===== src/rtl/wgt_buf_pkg.sv =====
// ============================================================================
// Module      : wgt_buf_pkg
// Description : Shared types and helpers for the weight-buffer write path.
// Revision    : 1.0
// ============================================================================
`default_nettype none

package wgt_buf_pkg;

    localparam int NUM_BANKS = 2;

    typedef enum logic [1:0] {
        IDLE      = 2'd0,
        WAIT_BANK = 2'd1,
        FILL      = 2'd2,
        COMMIT    = 2'd3
    } ldr_state_e;

    function automatic int calc_bpr(input int tn, input int beat_bytes);
        return tn / beat_bytes;
    endfunction

endpackage

`default_nettype wire


===== src/rtl/wgt_row_packer.sv =====
// ============================================================================
// Module      : wgt_row_packer
// Description : Packs input beats into one buffer row; zero-fills on flush.
// Revision    : 1.0
// ============================================================================
`default_nettype none

module wgt_row_packer
    import wgt_buf_pkg::*;
#(
    parameter int TN         = 128,
    parameter int BEAT_BYTES = 16
) (
    input  logic                    clk,
    input  logic                    rst_n,
    input  logic                    clear,
    input  logic                    beat_valid,
    input  logic [BEAT_BYTES*8-1:0] beat_data,
    input  logic                    flush,
    output logic                    last_beat,
    output logic                    row_valid,
    output logic [TN*8-1:0]         row_data
);

    localparam int BPR    = calc_bpr(TN, BEAT_BYTES);
    localparam int CNT_W  = (BPR > 1) ? $clog2(BPR) : 1;
    localparam int BEAT_W = BEAT_BYTES * 8;

    logic [CNT_W-1:0] cnt_q, cnt_d;
    logic [TN*8-1:0]  row_q, row_d;
    logic [TN*8-1:0]  row_merged;

    assign last_beat = (cnt_q == CNT_W'(BPR - 1));
    assign row_data  = row_merged;

    // The assembly register is cleared after every emitted row, so any bytes
    // above the current beat are already zero when a flush arrives.
    always_comb begin
        row_merged = row_q;
        row_merged[int'(cnt_q)*BEAT_W +: BEAT_W] = beat_data;
        cnt_d     = cnt_q;
        row_d     = row_q;
        row_valid = 1'b0;
        if (clear) begin
            cnt_d = '0;
            row_d = '0;
        end else if (beat_valid) begin
            if (last_beat || flush) begin
                row_valid = 1'b1;
                cnt_d     = '0;
                row_d     = '0;
            end else begin
                cnt_d = cnt_q + 1'b1;
                row_d = row_merged;
            end
        end
    end

    always_ff @(posedge clk or negedge rst_n) begin
        if (!rst_n) begin
            cnt_q <= '0;
            row_q <= '0;
        end else begin
            cnt_q <= cnt_d;
            row_q <= row_d;
        end
    end

endmodule

`default_nettype wire


===== src/rtl/wgt_buffer_loader.sv =====
// ============================================================================
// Module      : wgt_buffer_loader
// Description : DMA-to-weight-SRAM write engine with ping/pong bank handoff.
// Revision    : 1.0
// ============================================================================
`default_nettype none

module wgt_buffer_loader
    import wgt_buf_pkg::*;
#(
    parameter int TN         = 128,
    parameter int ADDR_WIDTH = 7,
    parameter int BEAT_BYTES = 16
) (
    input  logic                    clk,
    input  logic                    rst_n,
    input  logic                    start,
    input  logic [ADDR_WIDTH:0]     tile_rows,
    input  logic                    s_valid,
    output logic                    s_ready,
    input  logic [BEAT_BYTES*8-1:0] s_data,
    input  logic                    s_last,
    output logic                    we,
    output logic [ADDR_WIDTH-1:0]   waddr,
    output logic [TN*8-1:0]         wdata,
    output logic                    bank_sel_wr,
    output logic [NUM_BANKS-1:0]    bank_full,
    input  logic                    rel_valid,
    input  logic                    rel_bank,
    output logic                    busy,
    output logic                    tile_done,
    output logic                    err_len,
    output logic                    err_cfg
);

    if ((TN % BEAT_BYTES) != 0) begin : g_bad_cfg
        $fatal(1, "wgt_buffer_loader: TN must be a multiple of BEAT_BYTES");
    end

    localparam logic [ADDR_WIDTH:0] MAX_ROWS = {1'b1, {ADDR_WIDTH{1'b0}}};
    localparam logic [ADDR_WIDTH:0] ONE_ROW  = {{ADDR_WIDTH{1'b0}}, 1'b1};

    ldr_state_e              state_q, state_d;
    logic [ADDR_WIDTH:0]     tile_rows_q, tile_rows_d;
    logic [ADDR_WIDTH-1:0]   row_q, row_d;
    logic                    wr_bank_q, wr_bank_d;
    logic [NUM_BANKS-1:0]    bank_full_q, bank_full_d;
    logic                    we_q, we_d;
    logic [ADDR_WIDTH-1:0]   waddr_q, waddr_d;
    logic [TN*8-1:0]         wdata_q, wdata_d;
    logic                    err_len_q, err_len_d;
    logic                    err_cfg_q, err_cfg_d;
    logic                    tile_done_q, tile_done_d;

    logic                    hs;
    logic                    last_beat;
    logic                    row_valid;
    logic [TN*8-1:0]         row_data;
    logic                    final_tile_beat;
    logic                    cfg_legal;

    assign s_ready     = (state_q == FILL);
    assign hs          = s_valid && s_ready;
    assign busy        = (state_q != IDLE);
    assign we          = we_q;
    assign waddr       = waddr_q;
    assign wdata       = wdata_q;
    assign bank_sel_wr = wr_bank_q;
    assign bank_full   = bank_full_q;
    assign tile_done   = tile_done_q;
    assign err_len     = err_len_q;
    assign err_cfg     = err_cfg_q;

    assign cfg_legal       = (tile_rows != '0) && (tile_rows <= MAX_ROWS);
    assign final_tile_beat = last_beat && ({1'b0, row_q} == (tile_rows_q - ONE_ROW));

    wgt_row_packer #(
        .TN         (TN),
        .BEAT_BYTES (BEAT_BYTES)
    ) u_packer (
        .clk        (clk),
        .rst_n      (rst_n),
        .clear      (state_q != FILL),
        .beat_valid (hs),
        .beat_data  (s_data),
        .flush      (s_last),
        .last_beat  (last_beat),
        .row_valid  (row_valid),
        .row_data   (row_data)
    );

    always_comb begin
        state_d     = state_q;
        tile_rows_d = tile_rows_q;
        row_d       = row_q;
        wr_bank_d   = wr_bank_q;
        bank_full_d = bank_full_q;
        we_d        = 1'b0;
        waddr_d     = waddr_q;
        wdata_d     = wdata_q;
        err_len_d   = err_len_q;
        err_cfg_d   = 1'b0;
        tile_done_d = 1'b0;

        // Release is applied first so WAIT_BANK sees it this cycle and a
        // commit on the other bank in the same cycle is not lost.
        if (rel_valid) begin
            bank_full_d[rel_bank] = 1'b0;
        end

        if (row_valid) begin
            we_d    = 1'b1;
            waddr_d = row_q;
            wdata_d = row_data;
            row_d   = row_q + 1'b1;
        end

        case (state_q)
            IDLE: begin
                if (start) begin
                    if (cfg_legal) begin
                        tile_rows_d = tile_rows;
                        row_d       = '0;
                        err_len_d   = 1'b0;
                        state_d     = WAIT_BANK;
                    end else begin
                        err_cfg_d = 1'b1;
                    end
                end
            end
            WAIT_BANK: begin
                if (!bank_full_d[wr_bank_q]) begin
                    state_d = FILL;
                end
            end
            FILL: begin
                if (hs && (s_last || final_tile_beat)) begin
                    state_d = COMMIT;
                    if (s_last != final_tile_beat) begin
                        err_len_d = 1'b1;
                    end
                end
            end
            COMMIT: begin
                bank_full_d[wr_bank_q] = 1'b1;
                wr_bank_d              = ~wr_bank_q;
                tile_done_d            = 1'b1;
                state_d                = IDLE;
            end
            default: state_d = IDLE;
        endcase
    end

    always_ff @(posedge clk or negedge rst_n) begin
        if (!rst_n) begin
            state_q     <= IDLE;
            tile_rows_q <= '0;
            row_q       <= '0;
            wr_bank_q   <= 1'b0;
            bank_full_q <= '0;
            we_q        <= 1'b0;
            waddr_q     <= '0;
            wdata_q     <= '0;
            err_len_q   <= 1'b0;
            err_cfg_q   <= 1'b0;
            tile_done_q <= 1'b0;
        end else begin
            state_q     <= state_d;
            tile_rows_q <= tile_rows_d;
            row_q       <= row_d;
            wr_bank_q   <= wr_bank_d;
            bank_full_q <= bank_full_d;
            we_q        <= we_d;
            waddr_q     <= waddr_d;
            wdata_q     <= wdata_d;
            err_len_q   <= err_len_d;
            err_cfg_q   <= err_cfg_d;
            tile_done_q <= tile_done_d;
        end
    end

endmodule

`default_nettype wire

===== config.mk =====
export PLATFORM = sky130hd
export DESIGN_NAME = wgt_buffer_loader
export DESIGN_NICKNAME = d
export VERILOG_FILES = /design/src/rtl/wgt_buf_pkg.sv /design/src/rtl/wgt_row_packer.sv /design/src/rtl/wgt_buffer_loader.sv
export SDC_FILE = /design/constraint.sdc
export NUM_CORES = 2
export LEC_CHECK = 0
export CAP_MARGIN = 20
export CELL_PAD_IN_SITES_DETAIL_PLACEMENT = 1
export CELL_PAD_IN_SITES_GLOBAL_PLACEMENT = 1
export CORE_AREA = 4 4 463 465
export DETAILED_ROUTE_END_ITERATION = 12
export DIE_AREA = 0 0 467 469
export PLACE_DENSITY_LB_ADDON = 0.1
export SETUP_SLACK_MARGIN = 0.3
export SYNTH_ARGS = -nofsm -noshare
export SYNTH_HDL_FRONTEND = slang
export SYNTH_SLANG_ARGS = --single-unit

===== constraint.sdc =====
create_clock -name clk -period 3.5 [get_ports clk]
set_input_delay 1.05 -clock clk [delete_from_list [all_inputs] [get_ports clk]]
set_output_delay 1.05 -clock clk [all_outputs]
set_load 0.1 [all_outputs]

==> impl_metrics.toml <==
[cts]
h-tree-depth = 4
cts_tree = "built"
clk_pin_slew_worst_paths_ns = 0.06
clock_latency_ns = 0.87
cts_hold_buf = 0
cts_sinks = 2082
numCtsBuffers = 227
clockRootBuffer = "clkbuf_16"
cts_max_path_buffers = 3

[placement]
hpwl_mm = 232
placed_cell_area_sq_um = 99100
portBuffers = 1182
gp_congestion = 0.833

[synthesis]
synth_area_per_cell_sq_um = 11.0
yosysTopAreaCell = "dfrtp_1"
synth-seq-area-share_pct = 61.4
synth_fa_ha_area_share_pct = 0.177
syn-num-nets = 7890
synth_edf_count = 0
synth_xor_area_share_pct = 0.144
synth_cell_types = 45
synth_area_sq_um = 84900
ys_async_sr_fraction_pct = 100
yosys.area_share.simple_pct = 7.93
synth-compound-area-share_pct = 17.2
yosys_warnings = 0
synth_top_cells_by_area = "dfrtp_1, mux2i_1, a22o_1"
synth_top_family_by_area = "compound AO/OA/AOI/OAI gates"
synth_commonest_cells = "dfrtp_1, nand2_1, o21ai_0"
yosysMostFrequentCell = "dfrtp_1"
syn_inst = 7735
ys.flop_type = "dfrtp_1"
ys_seq_elements = 2082
synth_mux_area_share_pct = 9.18
synth_top_cell_area_share_pct = 61.4

[grt]
grt_pass1_wl_mm = 490
met2_usage_pct = 46.5
met1_usage_pct = 40.7
grt.busiest_layer = "met2"
antenna_found_initial = 7
grt_pass1_vias = 69437
grtUsageTotal_pct = 30.1
grt.overflow.total = 0
grt_use_met3_pct = 5.88
grt_max_degree = 118

[floorplanning]
io_pins = 1183
die_h_microns = 469
coreArea_sq_um = 210000
die_area_sq_um = 219000
initial_core_util_pct = 40.5
fp.dieW_microns = 467
rows = 168

[setup_path]
crit_fanout = 9
crit_required_ns = 2.45
cp_data_arrival_time_ns = 2.05
crit_type = "reg -> out"
worstSetupStartpointType = "flip-flop"
end_kind = "output pin"

[pwr]
power_w = 0.0672
irDropWorstVdd_mv = 0.659
powerDensity_nw_per_um2 = 629
p_leak_nw = 52.7

[finish]
nNetsFinal = 8949
utilization_pct = 51.0
final_cell_area_sq_um = 107000
areaGrowthSynthToFinish_pct = 25.8
drive_gt1_share_pct = 20.4
nFillCells = 22293

[timing]
setup_viol = 0
fmax_ghz = 0.323
min_period_ns = 3.10
whs_ns = 0.0988
rsz0062_at_grt = "yes"
period_share_pct = 88.5
fin_tns_setup_ns = 0
clock_skew_ns = 0.0293
final_hold_viol_count = 0
drv_slew = 0
tightest_slew_ns = 0.967
slew_headroom_pct = 35.3

[route]
wl_per_cell_microns = 28.5
vias = 66303
first_iter_violations = 5017
avgViaCountPerCell = 5.63
drc = 0
ant_nets = 0
routed_wl_mm = 336
drtPass1Iterations = 5

[min_path]
hold_class = "in -> async"

[run]
cap_violations = 0

[status]
status = "finished clean"
## power by group
group / switching [W] / internal, W / leakage (nW)
Combinational: 0.0128 / 0.00365 / 20.1
Sequential: 0.00103 / 0.0251 / 28.9
Clock: 0.0102 / 0.0144 / 3.76
## layout by cell type, fill, tap and decap left out, types with 2 or more instances in the layout
cell,Yosys,routed
bufinv_16,0,14
ha_1,12,11
clkbuf_1,420,54
or3_1,2,2
clkinv_2,0,32
xor2_1,10,10
nand3_4,0,3
inv_6,0,5
clkbuf_16,0,230
nand2_4,0,5
inv_16,0,3
nand3b_1,2,2
buf_4,18,1292
mux2i_1,770,770
clkdlybuf4s50_1,0,141
xnor2_1,4,4
o21ai_0,1292,1291
nand4_1,5,5
nand2b_1,4,3
a21o_4,0,5
nor2_4,1,6
clkinvlp_4,0,6
a21oi_1,260,260
inv_1,12,12
nor3_1,3,2
nand2_1,1449,1444
nor2b_1,5,4
diode_2,0,6
clkbuf_8,0,66
buf_12,0,136
dfrtp_1,2082,2081
mux2_2,8,8
a22o_1,769,769
nor2_1,273,268
nand3_1,7,4
## kinds of logic (layout without fill, tap and decap cells)
logic type / after synthesis / after routing
xor+xnor: 14 / 14
compound gates: 2334 / 2334
buf+inv: 753 / 1994
other cells: 0 / 6
fa+ha+maj: 12 / 12
simple gates: 1762 / 1762
mux: 778 / 778
flops: 2082 / 2082
## worst max-delay path, cell delays in order (launching register included)
cell	delay, ns
dfrtp_1	0.41
inv_1	0.18
ha_4	0.28
buf_4	0.33
## worst paths after layout
| path | from | end | slack, ns | depth (start not counted) |
|---|---|---|---|---|
| setup / recovery | state_q[0] | s_ready | 0.40 | 3 |
| hold / removal | rst_n | wdata[20] | 0.1 | 1 |
| setup reg to reg | tile_rows_q[1] | state_q[1] | 0.47 | 12 |
| hold reg to reg | waddr[6] | waddr[6] | 0.48 | 2 |
| max in group asynchronous | rst_n | wdata[327] | 2.04 | 3 |
| min in group clk | waddr[6] | waddr[6] | 0.48 | 2 |
## layer usage
| metal | vias to the layer above | routed length (microns) |
|---|---|---|
| met5 | - | 46 |
| met4 | 6 | 18400 |
| met3 | 523 | 20100 |
| met2 | 1987 | 152000 |
| met1 | 34802 | 145000 |
| li1 | 28985 | - |
## state kept, by name (all words and copies together), names as in the netlist, 2 cells and up
name and cells:
row_q 7, wdata 1024, bank_full 2, u_packer.row_q 1024, state_q 2, tile_rows_q 8
u_packer.cnt_q 3, waddr 7
## final cells by class
| type | instances | area, sq um | share of cell area (%) |
|---|---|---|---|
| repair buffers | 1570 | 13900 | 13.0 |
| clock inverters | 61 | 759 | 0.711 |
| multi-input cells | 4900 | 29600 | 27.7 |
| diodes | 6 | 15.0 | 0.0141 |
| clock buffers | 350 | 6870 | 6.43 |
| inverters | 13 | 48.8 | 0.0457 |
| flip-flops and latches | 2082 | 52100 | 48.8 |
| well taps | 2805 | 3510 | 3.29 |
## stage by stage
stage | setup WS [ns] | instances
6_report | 0.401 | 11787
5_1_grt | 0.285 | 11784
4_1_cts | 0.192 | 11780
3_5_place_dp | 0.157 | 11369
3_3_place_gp | 0.0813 | 11369
2_1_floorplan | 0.710 | 7735
## what timing repair did
item,4_1_cts,5_1_grt
cloned,0,0
buffers inserted,0,1
resized for setup,3,5
endpoints found under the setup margin,2,4
(Power assumes the default switching activity.)
